[src/rtl/srsw_raddr_pkg.sv]
// Shared constants for the single-read single-write registered-address memory.
package srsw_raddr_pkg;

   localparam int unsigned DEF_DATA_WIDTH = 32;
   localparam int unsigned DEF_ADDR_WIDTH = 2;

   // Number of words addressed by an address of the given width
   function automatic int unsigned depth_of(input int unsigned aw);
      return 32'(1) << aw;
   endfunction

endpackage : srsw_raddr_pkg

[src/rtl/srsw_raddr_array.sv]
// Storage array with a single synchronous write port; all words exposed for the read mux.
module srsw_raddr_array
   import srsw_raddr_pkg::*;
#(
   parameter int unsigned DATA_WIDTH = DEF_DATA_WIDTH,
   parameter int unsigned ADDR_WIDTH = DEF_ADDR_WIDTH
) (
   input  logic                                         clk,
   input  logic                                         rst,
   input  logic                                         wen,
   input  logic [ADDR_WIDTH-1:0]                        waddr,
   input  logic [DATA_WIDTH-1:0]                        wdata,
   output logic [(2**ADDR_WIDTH)-1:0][DATA_WIDTH-1:0]   mem
);

   localparam int unsigned DEPTH = depth_of(ADDR_WIDTH);

   logic [DEPTH-1:0][DATA_WIDTH-1:0] mem_q;

   // Write port; reset clears every word and discards a concurrent write
   always_ff @(posedge clk) begin
      if (rst) begin
         mem_q <= '0;
      end else if (wen) begin
         mem_q[waddr] <= wdata;
      end
   end

   assign mem = mem_q;

endmodule : srsw_raddr_array

[src/rtl/srsw_raddr.sv]
// Single-read single-write memory with a registered read address and combinational read data.
module srsw_raddr
   import srsw_raddr_pkg::*;
#(
   parameter int unsigned DATA_WIDTH = DEF_DATA_WIDTH,
   parameter int unsigned ADDR_WIDTH = DEF_ADDR_WIDTH
) (
   input  logic                  clk,
   input  logic                  rst,
   input  logic                  wen,
   input  logic [ADDR_WIDTH-1:0] waddr,
   input  logic [DATA_WIDTH-1:0] wdata,
   input  logic                  ren,
   input  logic [ADDR_WIDTH-1:0] raddr,
   output logic [DATA_WIDTH-1:0] rdata
);

   localparam int unsigned DEPTH = depth_of(ADDR_WIDTH);

   logic [DEPTH-1:0][DATA_WIDTH-1:0] mem_words;
   logic [ADDR_WIDTH-1:0]            raddr_q;

   srsw_raddr_array #(
      .DATA_WIDTH (DATA_WIDTH),
      .ADDR_WIDTH (ADDR_WIDTH)
   ) u_array (
      .clk   (clk),
      .rst   (rst),
      .wen   (wen),
      .waddr (waddr),
      .wdata (wdata),
      .mem   (mem_words)
   );

   // Read-address register: loads on ren, holds otherwise, clears on reset
   always_ff @(posedge clk) begin
      if (rst) begin
         raddr_q <= '0;
      end else if (ren) begin
         raddr_q <= raddr;
      end
   end

   // Unregistered read so a write to the held address shows up right after its edge
   always_comb begin
      rdata = mem_words[raddr_q];
   end

endmodule : srsw_raddr

[config.mk]
export PLATFORM = sky130hd
export DESIGN_NAME = srsw_raddr
export DESIGN_NICKNAME = d
export VERILOG_FILES = /design/src/rtl/srsw_raddr_pkg.sv /design/src/rtl/srsw_raddr_array.sv /design/src/rtl/srsw_raddr.sv
export SDC_FILE = /design/constraint.sdc
export NUM_CORES = 1
export LEC_CHECK = 0
export CAP_MARGIN = 25
export CORE_UTILIZATION = 60
export CTS_CLUSTER_DIAMETER = 200
export CTS_CLUSTER_SIZE = 24
export DETAILED_ROUTE_END_ITERATION = 12
export GPL_TIMING_DRIVEN = 0
export HOLD_SLACK_MARGIN = 0.1
export PLACE_DENSITY = 0.85
export SYNTH_ARGS = -nofsm -noshare
export SYNTH_HDL_FRONTEND = slang
export SYNTH_SLANG_ARGS = --single-unit
export TNS_END_PERCENT = 5
[constraint.sdc]
create_clock -name clk -period 5.1 [get_ports clk]
set_input_delay 1.53 -clock clk [delete_from_list [all_inputs] [get_ports clk]]
set_output_delay 1.53 -clock clk [all_outputs]
set_load 0.05 [all_outputs]
==> results.json, run 1 <==
{
  "reg2regPathDepth": 4,
  "die_area_um2": 10200,
  "arrival_ns": 2.78,
  "r2r_slack_ns": 3.71,
  "ys.flop_type": "dfxtp_1",
  "dp_cells": 700,
  "cts.path.max_buffers": 2,
  "synth_nets": 541,
  "ys_seq_elements": 130,
  "dpl-instance-area_um2": 6740,
  "fp.dieH_um": 101,
  "coreArea_um2": 9370,
  "stdcell_area_um2": 7330,
  "met3_length_um": 548,
  "cts_num_sinks": 130,
  "max_slew.worst_pin.slew_ns": 0.740,
  "yosysWarnings": 0,
  "gr-total-overflow": 0,
  "reg2reg_from": "raddr_q[1]",
  "drc": 0,
  "die_x_um": 101,
  "synth_cell_types": 14,
  "synth_cells": 501,
  "synth_common_cells": "nand2b_1, dfxtp_1, mux2i_1, mux4_2, clkbuf_1",
  "n_antenna_cell": 0,
  "routed-wl-met2_um": 6910,
  "netlist.area_leader.share_pct": 44.3,
  "cts_resized": 0,
  "nets": 630,
  "synth_top_area_cell": "dfxtp_1",
  "fp-row-count": 35,
  "end_kind": "output port",
  "grt_antenna_before_repair": 0,
  "cp_max_fo": 10,
  "wl_um": 13600,
  "reg2reg_to": "raddr_q[1]",
  "drt-initial-drc-count": 94,
  "critical_path_required_ns": 3.57,
  "fin_worst_skew_ns": 0,
  "vias_per_cell": 5.58,
  "rsz0062_at_grt": "false",
  "peakVddDrop_mv": 0.182,
  "hold_path_class": "flop to flop",
  "post-synth-top-count-cell": "nand2b_1",
  "first_pass_iters": 4,
  "timing.final.ws_setup_ns": 0.789,
  "power_density_nw_per_um2": 352,
  "maxCapViolCount": 0,
  "wirelength_met1_um": 5970,
  "io_pins": 72,
  "power_mw": 2.58,
  "synth_enable_flop_cells": 0,
  "fin_util_pct": 78.3,
  "crit_path_start_kind": "flop",
  "worstSetupEndpoint": "rdata[26]",
  "maxSlewHeadroom_pct": 50.7,
  "crit_start": "raddr_q[1]",
  "cts_tree": "yes",
  "syn_avg_cell_area_um2": 11.7,
  "clk_latency_ns": 0.53,
  "period_needed_ns": 4.31,
  "seq_area_frac_synth_pct": 44.3,
  "final_cells": 731,
  "pre_cts_slack_ns": 1.37,
  "async_flop_share_pct": 0,
  "leakage_nw": 3.14,
  "num_vias": 4076,
  "grtUsageTotal_pct": 28.9,
  "outcome": "finished clean",
  "cts.htree.levels": 4,
  "highest_layer": "met4",
  "numCtsBuffers": 17,
  "antenna_left": 0,
  "hold_buffers": 0,
  "netlist_top_cells_area": "dfxtp_1, mux2i_1, nand2b_1",
  "grt_pass1_vias": 4290,
  "crit_type": "flop to output port",
  "grt_max_degree": 17,
  "dpl.hpwl_um": 8980,
  "wl_per_cell_um": 18.6,
  "start_util_pct": 62.7,
  "syn_area_um2": 5880,
  "final_max_slew_viol_count": 0,
  "cts_root_buffer": "clkbuf_8",
  "synthToLayoutAreaGrowth_pct": 24.7,
  "fin_setup_tns_ns": 0,
  "postCtsSetupBuffers": 0,
  "hold_slack_ns": 0.471,
  "drive_gt1_share_pct": 13.8,
  "setup_viol": 0,
  "fin_crit_sh_pct": 84.5,
  "io_buffer_count": 70,
  "gp_congestion": 0.748,
  "fmax_mhz": 232,
  "final_hold_viol_count": 0,
  "path_clk_slew_ns": 0.06,
  "grt_pass1_wl_um": 21800
}
-- kinds of logic (layout without fill, tap and decap cells) --
kind of cell  count (synthesis)  in the layout  share of synthesized area, %
flops                       130            130                          44.3
mux                         162            162                          34.4
simple gates                168            168                          17.9
buf+inv                      41            142                          3.45
-- layout make-up --
class	count	area, um^2
Buffer	41	203
Clock buffer	17	414
Clock inverter	14	178
Fill cell	627	2040
Multi-Input combinational cell	330	3070
Sequential cell	130	2600
Tap cell	129	161
Timing Repair Buffer	70	701
-- where the power goes --
group	switching (mW)	leakage [nW]	internal, mW
Sequential	0.0184	1.06	1.05
Combinational	0.148	1.79	0.132
Clock	0.485	0.290	0.750
Total	0.651	3.14	1.93
-- critical path: stages, from the launching register on --
cell             delay [ns]
dfxtp_1                0.31
buf_2                  0.17
clkbuf_1               0.59
mux4_2                 0.36
clkdlybuf4s50_1        0.82
-- how the worst min path moves through the flow --
stage	depth (start not counted)	slack, ns	start	endpoint
2_1_floorplan	2	0.45	u_array.mem[85]	u_array.mem[85]
3_3_place_gp	2	0.45	u_array.mem[93]	u_array.mem[93]
3_5_place_dp	2	0.46	u_array.mem[102]	u_array.mem[102]
4_1_cts	2	0.47	u_array.mem[109]	u_array.mem[109]
5_1_grt	2	0.49	u_array.mem[98]	u_array.mem[98]
6_report	2	0.47	u_array.mem[111]	u_array.mem[111]
-- registers in the layout (all words and copies together), names as in the netlist --
name / count
raddr_q: 2
u_array.mem: 128
-- layer usage --
metal  global-route usage [%]  vias to the layer above
met1                     35.1                     2033
met3                     5.83                       20
met4                     11.6                        0
met2                     50.1                      118
met5                        0                        -
li1                         -                     1905
-- placed cells by master (no fill, tap or decap) --
master,instances
nand2b_1,160
mux2i_1,130
dfxtp_1,130
clkdlybuf4s50_1,70
mux4_2,32
clkbuf_1,21
clkbuf_16,16
buf_2,15
inv_6,5
buf_6,3
bufinv_16,3
clkinv_4,3
buf_4,2
nand3b_1,2
nor2_1,2
clkinv_2,2
and3_1,1
and3b_1,1
or3b_1,1
nand3_1,1
clkbuf_8,1
clkinvlp_4,1
Power figures use the tool's default switching activity.
==> inputs of run 2 (changes only) <==
Settings changed: CORE_UTILIZATION 60 to 56, PLACE_DENSITY 0.85 to 0.8.
Clock period 5.1 ns to 4.45 ns, I/O delays scaled along.
==> run 2 against run 1 <==
  * First-iteration DRC count is 52% higher
  * Sequential power is 15% higher
  * Core utilization is 7.4 points lower
  * Combinational power is 14% higher
  * Worst hold slack better by 0.00097 ns
  * Count of clock-buffer cells in the layout is 6 higher
  * Final area is 1.1% lower
  * Global-route usage is 2.5 points lower
  * Clock skew stayed put
  * Clock power is 4% lower
  * Critical path depth stayed put
  * Sequential cell count stayed put
  * Highest routed layer unchanged
==> results.json, run 2 (synthesized netlist as in run 1, its figures left out) <==
{
  "nets": 630,
  "cts.path.max_buffers": 2,
  "cts_num_sinks": 130,
  "arrival_ns": 2.76,
  "clk_latency_ns": 0.52,
  "cts_resized": 0,
  "outcome": "finished clean",
  "gp_congestion": 0.773,
  "layout_common_cells": "nand2b_1, mux2i_1, dfxtp_1, clkdlybuf4s50_1, mux4_2",
  "leakage_nw": 3.11,
  "maxCapViolCount": 0,
  "fmax_mhz": 244,
  "final_hold_viol_count": 0,
  "hold_path_class": "flop to flop",
  "wl_um": 13300,
  "drt-initial-drc-count": 143,
  "p_sw_share_pct": 24.1,
  "hold_buffers": 0,
  "clkPwrFrac_pct": 43.3,
  "pwr-share-seq_pct": 45.0,
  "grt_pass1_vias": 4335,
  "power_frac_comb_pct": 11.7,
  "wl_per_cell_um": 18.1,
  "gr-total-overflow": 0,
  "layout_commonest_cell": "nand2b_1",
  "max_slew.worst_pin.slew_ns": 0.748,
  "n_antenna_cell": 0,
  "maxSlewHeadroom_pct": 50.1,
  "vias_per_cell": 5.41,
  "rsz0062_at_grt": "false",
  "grtUsageTotal_pct": 26.3,
  "power.switching_mw": 0.659,
  "numCtsBuffers": 17,
  "first_pass_iters": 4,
  "critical_path_required_ns": 3.12,
  "io_pins": 72,
  "cts.htree.levels": 4,
  "fin_worst_skew_ns": 0,
  "pre_cts_slack_ns": 0.901,
  "path_clk_slew_ns": 0.05,
  "coreArea_um2": 10200,
  "cts_root_buffer": "clkbuf_8",
  "fp-row-count": 37,
  "largest_reg_flops": 128,
  "r2r_slack_ns": 3.05,
  "grt_pass1_wl_um": 21800,
  "fin_setup_tns_ns": 0,
  "period_needed_ns": 4.09,
  "peakVddDrop_mv": 0.288,
  "num_vias": 3988,
  "fp.dieH_um": 104,
  "dpl.hpwl_um": 9030,
  "final_cells": 737,
  "power.internal_mw": 2.07,
  "start_util_pct": 57.5,
  "end_kind": "output port",
  "setup_viol": 0,
  "drc": 0,
  "dp_cells": 707,
  "fin_crit_sh_pct": 92.0,
  "grt_antenna_before_repair": 0,
  "timing.final.ws_setup_ns": 0.357,
  "die_area_um2": 10900,
  "power_density_nw_per_um2": 376,
  "crit_type": "flop to output port",
  "drive_gt1_share_pct": 13.1,
  "cts_tree": "yes",
  "io_buffer_count": 70,
  "postCtsSetupBuffers": 0,
  "fill_cells": 784,
  "crit_path_start_kind": "flop",
  "cp_max_fo": 10,
  "antenna_left": 0,
  "grt_max_degree": 17,
  "final_max_slew_viol_count": 0,
  "die_x_um": 104,
  "synthToLayoutAreaGrowth_pct": 23.3
}
==> run 2: cell types whose count changed in the layout (fill, tap and decap cells not counted), sizes merged <==
cell and change:
clkbuf +6, clkinv +2, inv -5, bufinv -3, clkinvlp -1
==> run 2: per-stage QoR <==
stage	cell area (um^2)	total power, mW	hold WS (ns)	utilization (%)
after floorplan	5880	1.46	0.445	-
after global placement	6750	1.56	0.456	66.0
after detailed placement	6750	1.57	0.466	66.0
after CTS	7250	2.75	0.474	70.9
after global routing	7250	2.82	0.489	70.9
final	7250	2.73	0.472	70.9
==> run 2: worst paths after layout <==
check | from | to | depth (start not counted)
max | raddr_q[1] | rdata[24] | 4
min | u_array.mem[125] | u_array.mem[125] | 2
max reg2reg | raddr_q[1] | raddr_q[1] | 4
min reg2reg | u_array.mem[125] | u_array.mem[125] | 2
==> run 2: worst max-delay path, cell delays in order (launching register included) <==
cell and delay (ns):
dfxtp_1 0.30, buf_2 0.17, clkbuf_1 0.59, mux4_2 0.37, clkdlybuf4s50_1 0.81
==> run 2: layer usage <==
metal,GRT usage [%],part of all wire (%)
met1,30.9,44
met3,5.01,2.8
met2,46.4,52
met5,0,0
met4,12.0,1.8
==> run 2: power by group through the flow <==
stage | logic (mW) | registers, mW | clock network, mW
CTS | 0.321 | 1.23 | 1.20
finish | 0.319 | 1.23 | 1.18
global route | 0.338 | 1.23 | 1.25
global placement | 0.314 | 1.25 | 0
floorplan | 0.213 | 1.24 | 0
detailed placement | 0.320 | 1.25 | 0
==> run 2: final cells by class <==
type / count / area (um^2) / area share, %
Multi-Input combinational cell: 330 / 3070 / 42.4
Clock inverter: 7 / 35.0 / 0.483
Tap cell: 136 / 170 / 2.35
Sequential cell: 130 / 2600 / 35.9
Clock buffer: 23 / 467 / 6.44
Timing Repair Buffer: 70 / 701 / 9.66
Buffer: 41 / 203 / 2.80
==> inputs of run 3 (changes only) <==
Settings changed: CORE_UTILIZATION 56 to 63, DONT_BUFFER_PORTS set to 1, PLACE_DENSITY 0.8 to 0.79.
==> run 3 against run 2 <==
  * Setup slack improved by 0.60 ns
  * Via count decreased by 8.1%
  * Final area decreased by 9.1%
  * Sequential power about the same
  * Clock power increased by 13%
  * Sequential cell count unchanged
  * Power increased by 3.2%
  * Register-to-register slack improved by 0.04 ns
  * Critical path type unchanged
==> results.json, run 3 (synthesized netlist as in run 1, its figures left out) <==
{
  "fin_crit_sh_pct": 78.6,
  "reg2regPathDepth": 4,
  "die_area_um2": 9720,
  "path_clk_slew_ns": 0.06,
  "gp_congestion": 0.781,
  "worstHoldEndpoint": "u_array.mem[114]",
  "largest_reg_flops": 128,
  "critical_path_required_ns": 3.12,
  "setup_viol": 0,
  "peakVddDrop_mv": 0.237,
  "die_x_um": 98.6,
  "min-delay-start": "u_array.mem[114]",
  "stdcell_area_um2": 6590,
  "fp-row-count": 34,
  "vias_per_cell": 5.72,
  "coreArea_um2": 8890,
  "cts.path.max_buffers": 2,
  "multi_input_area_um2": 3070,
  "dpl-instance-area_um2": 6010,
  "outcome": "finished clean",
  "cts_root_buffer": "clkbuf_8",
  "hold_buffers": 0,
  "pre_cts_slack_ns": 1.49,
  "io_buffer_count": 0,
  "reg2reg_from": "raddr_q[1]",
  "drive_gt1_share_pct": 15.6,
  "grt_max_degree": 17,
  "crit_path_start_kind": "flop",
  "layout_common_cells": "nand2b_1, mux2i_1, dfxtp_1, mux4_2, clkbuf_1",
  "arrival_ns": 2.16,
  "leakage_nw": 2.86,
  "io_pins": 72,
  "fmax_mhz": 286,
  "first_pass_iters": 4,
  "fin_worst_skew_ns": 0,
  "postCtsSetupBuffers": 0,
  "final_max_slew_viol_count": 0,
  "r2r_slack_ns": 3.09,
  "grt_antenna_before_repair": 0,
  "layout_commonest_cell": "nand2b_1",
  "clk_latency_ns": 0.51,
  "grtUsageTotal_pct": 28.1,
  "period_needed_ns": 3.50,
  "nets": 560,
  "maxCapViolCount": 0,
  "reg2reg_to": "raddr_q[1]",
  "drt-initial-drc-count": 146,
  "cts_resized": 0,
  "antenna_left": 0,
  "fill_cells": 599,
  "drc": 0,
  "numCtsBuffers": 17,
  "rsz0062_at_grt": "false",
  "max_slew.worst_pin.slew_ns": 0.745,
  "start_util_pct": 66.1,
  "final_hold_viol_count": 0,
  "dpl.hpwl_um": 8380,
  "timing.final.ws_setup_ns": 0.952,
  "cts_tree": "yes",
  "cp_max_fo": 10,
  "num_vias": 3666,
  "cts_num_sinks": 130,
  "cts.htree.levels": 4,
  "fin_setup_tns_ns": 0,
  "wl_per_cell_um": 19.6,
  "end_kind": "output port",
  "wl_um": 12500,
  "power_density_nw_per_um2": 427,
  "grt_pass1_wl_um": 20700,
  "maxSlewHeadroom_pct": 50.3,
  "seqCellArea_um2": 2600,
  "gr-total-overflow": 0,
  "crit_type": "flop to output port",
  "n_antenna_cell": 0,
  "synthToLayoutAreaGrowth_pct": 12.1,
  "grt_pass1_vias": 4035,
  "fp.dieH_um": 98.6,
  "hold_path_class": "flop to flop",
  "hold_path_depth": 2
}
## run 3: cell count changes in the layout (fill, tap and decap cells not counted), sizes merged
cell	before	now
bufinv	0	2
clkbuf	44	39
clkdlybuf4s50	70	0
clkinv	7	6
clkinvlp	0	4
inv	0	2
## run 3: report_power, final
part / total, mW / internal [mW] / switching, mW
Clock: 1.33 / 0.802 / 0.530
Combinational: 0.258 / 0.102 / 0.156
Sequential: 1.23 / 1.21 / 0.0203
## run 3: per-layer routing
metal / vias to the layer above / GRT usage [%] / wire [um]
li1: 1775 / - / -
met1: 1810 / 34.8 / 5560
met2: 70 / 47.7 / 6160
met3: 11 / 7.59 / 669
met4: 0 / 9.87 / 157
met5: - / 0 / 0
## run 3: area by class of cell
| class | instances | area share (%) |
|---|---|---|
| clock inverters | 14 | 2.37 |
| clock buffers | 18 | 6.34 |
| flip-flops and latches | 130 | 39.5 |
| well taps | 108 | 2.05 |
| multi-input cells | 330 | 46.7 |
| plain buffers | 41 | 3.08 |
## run 3: worst max-delay path by stage
stage	depth (start not counted)	start	slack (ns)	endpoint
after global routing	3	raddr_q[0]	0.86	rdata[25]
after CTS	3	raddr_q[0]	0.93	rdata[25]
final	3	raddr_q[1]	0.95	rdata[21]
after global placement	3	raddr_q[0]	1.50	rdata[25]
after detailed placement	3	raddr_q[0]	1.49	rdata[25]
after floorplan	3	raddr_q[0]	1.68	rdata[22]
## run 3: worst max-delay path, stage by stage, from the launching register on
cell	delay, ns
dfxtp_1	0.30
buf_2	0.17
clkbuf_1	0.59
mux4_2	0.59
## run 3: stage by stage
stage,total power [mW],cells,utilization (%),hold slack [ns]
after global routing,2.91,641,74.1,0.491
after floorplan,1.46,501,-,0.445
after CTS,2.83,641,74.1,0.473
after detailed placement,1.51,609,67.6,0.462
final,2.82,641,74.1,0.474
after global placement,1.50,609,67.6,0.456
